==> src/rtl/visor_rx_fifo_if.sv <==
// visor_rx_fifo_if
//  Bundles the UART-side capture inputs and the visor register-file read side of
//  visor_rx_fifo.
//  slave  : the FIFO (consumes rx_*, pop, clr_overflow; drives rd_data/rd_status)
//  master : the surrounding logic / testbench driving it
interface visor_rx_fifo_if;
  logic        rx_busy_async;  // uart rx_busy, clk_async domain
  logic [7:0]  rx_data_async;  // uart parallel_out, quasi-static while idle
  logic        pop;            // read strobe of the data register
  logic        clr_overflow;   // clears sticky overflow
  logic [15:0] rd_data;        // {8'h00, head} or 0 when empty
  logic [15:0] rd_status;      // {3'b0, count, 5'b0, overflow, full, not_empty}

  modport slave (
    input  rx_busy_async, rx_data_async, pop, clr_overflow,
    output rd_data, rd_status
  );
  modport master (
    output rx_busy_async, rx_data_async, pop, clr_overflow,
    input  rd_data, rd_status
  );
endinterface

==> src/rtl/visor_rx_fifo.sv <==
// visor_rx_fifo
//  Receive buffer between the debug UART receiver (clk_async) and the visor
//  register file (sysclk). A synced falling edge of rx_busy marks a completed
//  frame; the byte is then captured into a register-based FWFT FIFO.
//  Ports:
//   sysclk   : system clock
//   sysreset : asynchronous, active-high reset
//   bus      : visor_rx_fifo_if.slave (rx_busy/rx_data in, pop/clr_overflow in,
//              rd_data/rd_status out)
module visor_rx_fifo #(
  parameter int DEPTH       = 16,
  parameter int AW          = 4,
  parameter int SYNC_STAGES = 2
) (
  input logic            sysclk,
  input logic            sysreset,
  visor_rx_fifo_if.slave bus
);

  localparam logic [AW:0] FULL_CNT = (AW+1)'(DEPTH);

  logic [SYNC_STAGES-1:0] sync_q;
  logic [SYNC_STAGES:0]   vld_pipe_q;
  logic                   busy_q;
  logic                   armed_q, armed_d;
  logic                   ovf_q, ovf_d;
  logic [AW-1:0]          wr_ptr_q, wr_ptr_d;
  logic [AW-1:0]          rd_ptr_q, rd_ptr_d;
  logic [AW:0]            count_q, count_d;
  logic [DEPTH-1:0][7:0]  mem_q;

  logic sync, rise, fall, push, full, not_empty, do_pop, do_push, ovf_set;

  assign sync      = sync_q[SYNC_STAGES-1];
  assign full      = (count_q == FULL_CNT);
  assign not_empty = (count_q != '0);

  // The sync chain and busy_q reset to 0, so a frame already in progress at
  // reset release would look like a rising edge once the chain fills. Edges
  // are only trusted after vld_pipe_q has shifted a 1 all the way through,
  // i.e. once busy_q holds a genuinely sampled value.
  assign rise = vld_pipe_q[SYNC_STAGES] &  sync & ~busy_q;
  assign fall = vld_pipe_q[SYNC_STAGES] & ~sync &  busy_q;
  assign push = fall & armed_q;

  // A pop on a full FIFO frees the slot the push then reuses.
  assign do_pop  = bus.pop & not_empty;
  assign do_push = push & (~full | do_pop);
  assign ovf_set = push & full & ~do_pop;

  always_comb begin
    armed_d  = armed_q | rise;
    ovf_d    = ovf_set ? 1'b1 : (bus.clr_overflow ? 1'b0 : ovf_q);
    wr_ptr_d = do_push ? wr_ptr_q + AW'(1) : wr_ptr_q;
    rd_ptr_d = do_pop  ? rd_ptr_q + AW'(1) : rd_ptr_q;
    count_d  = count_q;
    case ({do_push, do_pop})
      2'b10:   count_d = count_q + (AW+1)'(1);
      2'b01:   count_d = count_q - (AW+1)'(1);
      default: count_d = count_q;
    endcase
  end

  always_ff @(posedge sysclk or posedge sysreset) begin
    if (sysreset) begin
      sync_q     <= '0;
      vld_pipe_q <= '0;
      busy_q     <= 1'b0;
      armed_q    <= 1'b0;
      ovf_q      <= 1'b0;
      wr_ptr_q   <= '0;
      rd_ptr_q   <= '0;
      count_q    <= '0;
    end else begin
      sync_q     <= {sync_q[SYNC_STAGES-2:0], bus.rx_busy_async};
      vld_pipe_q <= {vld_pipe_q[SYNC_STAGES-1:0], 1'b1};
      busy_q     <= sync;
      armed_q    <= armed_d;
      ovf_q      <= ovf_d;
      wr_ptr_q   <= wr_ptr_d;
      rd_ptr_q   <= rd_ptr_d;
      count_q    <= count_d;
    end
  end

  // Storage is not reset; stale contents are masked by count.
  // rx_data_async is quasi-static on the push cycle by the UART contract.
  always_ff @(posedge sysclk) begin
    if (do_push) mem_q[wr_ptr_q] <= bus.rx_data_async;
  end

  assign bus.rd_data   = not_empty ? {8'h00, mem_q[rd_ptr_q]} : 16'h0000;
  assign bus.rd_status = {3'b000, count_q, 5'b00000, ovf_q, full, not_empty};

endmodule

==> src/flat_wrapper.sv <==
// flat-port wrapper written by rule: the top's interface ports become plain ports
module visor_rx_fifo_flat 
#(
  parameter int DEPTH       = 16,
  parameter int AW          = 4,
  parameter int SYNC_STAGES = 2
)
  (sysclk, sysreset, bus_rx_busy_async, bus_rx_data_async, bus_pop, bus_clr_overflow, bus_rd_data, bus_rd_status);
  visor_rx_fifo_if bus_i ();
  input logic sysclk;
  input logic sysreset;
  input wire logic [$bits(bus_i.rx_busy_async)-1:0] bus_rx_busy_async;
  input wire logic [$bits(bus_i.rx_data_async)-1:0] bus_rx_data_async;
  input wire logic [$bits(bus_i.pop)-1:0] bus_pop;
  input wire logic [$bits(bus_i.clr_overflow)-1:0] bus_clr_overflow;
  output wire logic [$bits(bus_i.rd_data)-1:0] bus_rd_data;
  output wire logic [$bits(bus_i.rd_status)-1:0] bus_rd_status;
  assign bus_i.rx_busy_async = bus_rx_busy_async;
  assign bus_i.rx_data_async = bus_rx_data_async;
  assign bus_i.pop = bus_pop;
  assign bus_i.clr_overflow = bus_clr_overflow;
  assign bus_rd_data = bus_i.rd_data;
  assign bus_rd_status = bus_i.rd_status;
  visor_rx_fifo #(.DEPTH(DEPTH), .AW(AW), .SYNC_STAGES(SYNC_STAGES)) u_core (.sysclk(sysclk), .sysreset(sysreset), .bus(bus_i));
endmodule
==> config.mk <==
export PLATFORM = sky130hd
export DESIGN_NAME = visor_rx_fifo_flat
export DESIGN_NICKNAME = d
export VERILOG_FILES = /design/src/rtl/visor_rx_fifo_if.sv /design/src/rtl/visor_rx_fifo.sv /design/src/flat_wrapper.sv
export SDC_FILE = /design/constraint.sdc
export NUM_CORES = 1
export LEC_CHECK = 0
export BUFFER_PORTS_ARGS = -buffer_cell sky130_fd_sc_hd__buf_2
export CORE_MARGIN = 1.5
export CORE_UTILIZATION = 49
export DETAILED_ROUTE_END_ITERATION = 7
export HOLD_SLACK_MARGIN = 0.15
export PLACE_DENSITY_LB_ADDON = 0.3
export SYNTH_ARGS = -nofsm -noshare
export SYNTH_HDL_FRONTEND = slang
export SYNTH_SLANG_ARGS = --single-unit
==> constraint.sdc <==
create_clock -name sysclk -period 3.25 [get_ports sysclk]
set_clock_uncertainty 0.2 [all_clocks]
set_input_delay 0.1625 -clock sysclk [delete_from_list [all_inputs] [get_ports sysclk]]
set_output_delay 0.1625 -clock sysclk [all_outputs]
set_load 0.01 [all_outputs]
==> reports/results.md <==
| Group | Result | Value |
| --- | --- | --- |
| outcome | Run status | finished clean |
| cts | H-tree level count | 4 |
| global route | Number of global-route vias before repair | 3277 |
| power | Leakage | 2.63 nW |
| setup path | Number of cells on the worst reg-to-reg path | 10 |
| timing | Total negative slack for setup checks | 0 ps |
| synth | Fraction of registers with async set or reset after synthesis | 14.1% |
| floorplanning | Floorplan Core Area | 0.0126 mm² |
| placed design | Post-placement worst setup slack | 98.3 ps |
| floorplanning | Area of the die | 0.0136 mm² |
| setup path | Critical path startpoint | u_core.count_q[0]$_DFFE_PP0P_ |
| finish | Final Net Count | 428 |
| synth | Part of the Yosys area used for sequential elements | 69.2% |
| detailed routing | Initial DRC Count | 191 |
| setup path | Largest delay contributor family on the critical path | simple AND/OR/NAND/NOR gates |
| synth | Area share of the largest cell type after synthesis | 60.9% |
| floorplanning | Die width | 117 µm |
| global route | First-pass GRT wire length | 18.1 mm |
| timing | Tightest Pin Transition | 809 ps |
| global route | Antenna violations before repair | 0 |
| setup path | Sort of element at the start of the critical path | flip-flop |
| timing | Final critical path time including I/O delays and setup | 3050 ps |
| floorplanning | Initial Util | 50.0% |
| synth | Distinct cell type count after synthesis | 52 |
| cts | Worst skew pair latency | 410 ps |
| synth | Post-synthesis adder-cell area fraction | 1.78% |
| timing | Unrepaired setup endpoints after global routing | false |
| setup path | Cell Chain, Critical Path | nor4_4 -> nand2b_2 -> nand2_1 -> inv_1 -> ha_1 -> ha_2 -> o211ai_1 -> nor4bb_1 -> a2111o_1 -> or3_1 |
| global route | Pin count of the biggest net entering global routing | 25 |
| timing | Count of final setup violators | 0 |
| synth | Post-synthesis area per instance | 18.3 µm² |
| synth | Mapped Cells | 345 |
| synth | Combinational family with the most area after synthesis | multiplexers |
| synth | Largest cells by area after synthesis | sky130_fd_sc_hd__edfxtp_1, sky130_fd_sc_hd__dfrtp_1, sky130_fd_sc_hd__mux4_2, sky130_fd_sc_hd__mux4_1, sky130_fd_sc_hd__buf_4 |
| floorplanning | Die height | 117 µm |
| hold path | Min-Delay Path Class | reg -> reg |
| finish | Synth-to-layout area growth | 16.6% |
| setup path | Crit path DAT | 3140 ps |
| synth | Total standard cell area after synthesis | 0.00632 mm² |
| finish | Antenna cells | 0 |
| synth | Post-synthesis compound-gate area fraction | 2.99% |
| global route | Overall routing resource usage | 18.9% |
| cts | Clock slew at the register clock pins of the worst setup and hold paths | 60 ps |
| detailed routing | DRC errors left | 0 |
| timing | Worst hold slack after final layout | 149 ps |
| setup path | Path type of the worst setup path | reg -> reg |
| timing | Setup slack of the critical path after layout | 199 ps |
| placed design | Final GP Congestion | 0.753 |
| cts | Num CTS Buffers | 17 |
| finish | Share of cells above drive strength 1 | 28.7% |
| timing | Slew Limit Fails | 0 |
| setup path | Path length in cells of the critical path | 10 |
| detailed routing | Overall routed net length | 11.4 mm |
| setup path | Critical Path Slowest Stage Cell | sky130_fd_sc_hd__dfrtp_1 |
| placed design | Cell Count Post-Placement | 546 |
| cts | CTS tree | built |
| detailed routing | Final antenna-violating net count | 0 |
| finish | Final non-filler cell total | 590 |
| detailed routing | Vias per inst | 5.36 |
| cts | CTS max path bufs | 2 |
| synth | Biggest area consumer among synthesized cells | sky130_fd_sc_hd__edfxtp_1 |
| setup path | RR Startpoint | u_core.count_q[0]$_DFFE_PP0P_ |
| setup path | Worst setup path endpoint | u_core.count_q[4]$_DFFE_PP0P_ |
| setup path | Element type at the critical path end | flip-flop |
| placed design | IO buf count | 28 |
| setup path | Reg2reg setup slack | 200 ps |
| timing | Number of endpoints with negative hold slack in the final report | 0 |
| synth | Flip-flop and latch count after synthesis | 149 |
| floorplanning | Number of top-level pins | 45 |
| synth | EDFF count, synth | 128 |
| timing | Maximum clock frequency | 328 MHz |
| floorplanning | Number of rows created at floorplan | 41 |
| synth | Count of warnings emitted by yosys | 0 |
| cts | Count of buffers added by post-CTS timing repair for setup | 0 |
| placed design | Post-detailed-placement half-perimeter wirelength | 6.93 mm |
| synth | Most instantiated flip-flop cell in the synthesis netlist | sky130_fd_sc_hd__edfxtp_1 |
| run | Max-cap violations | 0 |
| global route | Final global-route overflow total | 0 |
| synth | Simple-gate portion of the synthesized area | 4.06% |
| cts | Clock root buffer master | sky130_fd_sc_hd__clkbuf_16 |
| detailed routing | Overall via count from detail_route | 3163 |
| setup path | Biggest cell delay along the critical path | 450 ps |
| power | Max VDD drop | 0.458 mV |
| cts | Num Clock Sinks | 149 |
| setup path | R2r endpoint | u_core.count_q[4]$_DFFE_PP0P_ |
| setup path | Required @ worst endpoint | 3340 ps |
| setup path | Worst path buffer plus inverter count | 1 |
| detailed routing | 1st-pass router iterations | 4 |
| setup path | Top fanout value on the critical path | 7 |
| detailed routing | Detail-routed net length per standard cell | 19.4 µm |
| timing | Part of the cycle the worst path needs | 93.9% |
| synth | Most numerous cell types in the synthesized netlist | sky130_fd_sc_hd__edfxtp_1, sky130_fd_sc_hd__mux4_2, sky130_fd_sc_hd__dfrtp_1, sky130_fd_sc_hd__buf_4, sky130_fd_sc_hd__nor2_1 |
| power | Power per unit of standard cell area | 825 mW/mm² |
| synth | Most common cell in the netlist | sky130_fd_sc_hd__edfxtp_1 |
| timing | Relative max-transition margin | 46.0% |
| synth | Xor/xnor share of the synthesized area | 1.39% |
| synth | Multiplexer fraction of the synthesized cell area | 15.0% |
through the flow:
step	instance area [µm²]	util (%)	power (mW)
after CTS	7350	58.3	6.11
after global routing	7360	58.4	6.39
final	7360	58.4	6.07
after global placement	6610	52.4	4.05
after detailed placement	6610	52.4	4.09
after floorplan	6370	-	3.73
registers in the layout, summed over array words and instances (netlist names), 2 cells and up:
signal	count
u_core.vld_pipe_q	3
u_core.rd_ptr_q	4
u_core.count_q	5
u_core.sync_q	2
u_core.mem_q	128
u_core.wr_ptr_q	4
how the worst min path moves through the flow:
stage,from,end,cells past startpoint
final,u_core.vld_pipe_q[0]$_DFF_PP0_,u_core.vld_pipe_q[1]$_DFF_PP0_,0
after global routing,u_core.sync_q[0]$_DFF_PP0_,u_core.sync_q[1]$_DFF_PP0_,0
after CTS,u_core.vld_pipe_q[0]$_DFF_PP0_,u_core.vld_pipe_q[1]$_DFF_PP0_,0
after detailed placement,bus_rx_busy_async,u_core.sync_q[0]$_DFF_PP0_,1
after global placement,bus_rx_busy_async,u_core.sync_q[0]$_DFF_PP0_,1
after floorplan,sysreset,u_core.armed_q$_DFF_PP0_,1
where the power goes:
part / internal, mW / switching (mW)
sequential: 2.20 / 0.166
clock: 1.28 / 0.734
combinational: 0.849 / 0.849
routing by layer:
layer | GRT usage (%) | up-vias | routed length, µm
li1 | - | 1444 | -
met1 | 24.5 | 1634 | 4970
met2 | 31.7 | 78 | 5970
met3 | 4.62 | 7 | 435
met4 | 6.51 | 0 | 77
met5 | 0 | - | 0
layout make-up:
type / count / area [µm²]
Multi-Input combinational cell: 164 / 1670
Fill cell: 949 / 5260
Clock buffer: 18 / 429
Clock inverter: 13 / 183
Timing Repair Buffer: 66 / 470
Tap cell: 172 / 215
Inverter: 8 / 30.0
Sequential cell: 149 / 4370
worst register-to-register path, stage by stage (launching register included):
cell and delay, ps:
sky130_fd_sc_hd__dfrtp_1 450, sky130_fd_sc_hd__nor4_4 310, sky130_fd_sc_hd__nand2b_2 100, sky130_fd_sc_hd__nand2_1 130, sky130_fd_sc_hd__inv_1 80, sky130_fd_sc_hd__ha_1 280
sky130_fd_sc_hd__ha_2 420, sky130_fd_sc_hd__o211ai_1 110, sky130_fd_sc_hd__nor4bb_1 160, sky130_fd_sc_hd__a2111o_1 380, sky130_fd_sc_hd__or3_1 300
repair_timing:
| item | in CTS | in global routing |
|---|---|---|
| endpoints found under the hold margin | 155 | 0 |
| setup endpoints to repair | 0 | 1 |
| resized for setup | 0 | 2 |
| hold buffers | 13 | 0 |
cell usage in the layout, fill, tap and decap left out, types with 7 or more instances in the layout:
master	n
sky130_fd_sc_hd__o21ai_1	11
sky130_fd_sc_hd__mux4_2	23
sky130_fd_sc_hd__edfxtp_1	128
sky130_fd_sc_hd__buf_4	24
sky130_fd_sc_hd__xnor2_1	7
sky130_fd_sc_hd__mux2i_1	8
sky130_fd_sc_hd__buf_2	28
sky130_fd_sc_hd__conb_1	17
sky130_fd_sc_hd__dlygate4sd3_1	13
sky130_fd_sc_hd__mux2_2	8
sky130_fd_sc_hd__nand2_1	10
sky130_fd_sc_hd__a21oi_1	10
sky130_fd_sc_hd__dfrtp_1	21
sky130_fd_sc_hd__clkbuf_16	17
sky130_fd_sc_hd__ha_1	8
sky130_fd_sc_hd__inv_1	7
sky130_fd_sc_hd__nor2_1	14
sky130_fd_sc_hd__mux4_1	9
cells by family (layout without fill, tap and decap cells):
logic type | count (synthesis) | after routing
and+or+nand+nor | 47 | 47
buffers and inverters | 47 | 105
muxes | 50 | 50
other | 2 | 17
adders and majority gates | 9 | 9
DFF | 149 | 149
AOI/OAI and AO/OA | 31 | 31
xor gates and xnor gates | 10 | 10
Power figures use the tool's default switching activity.
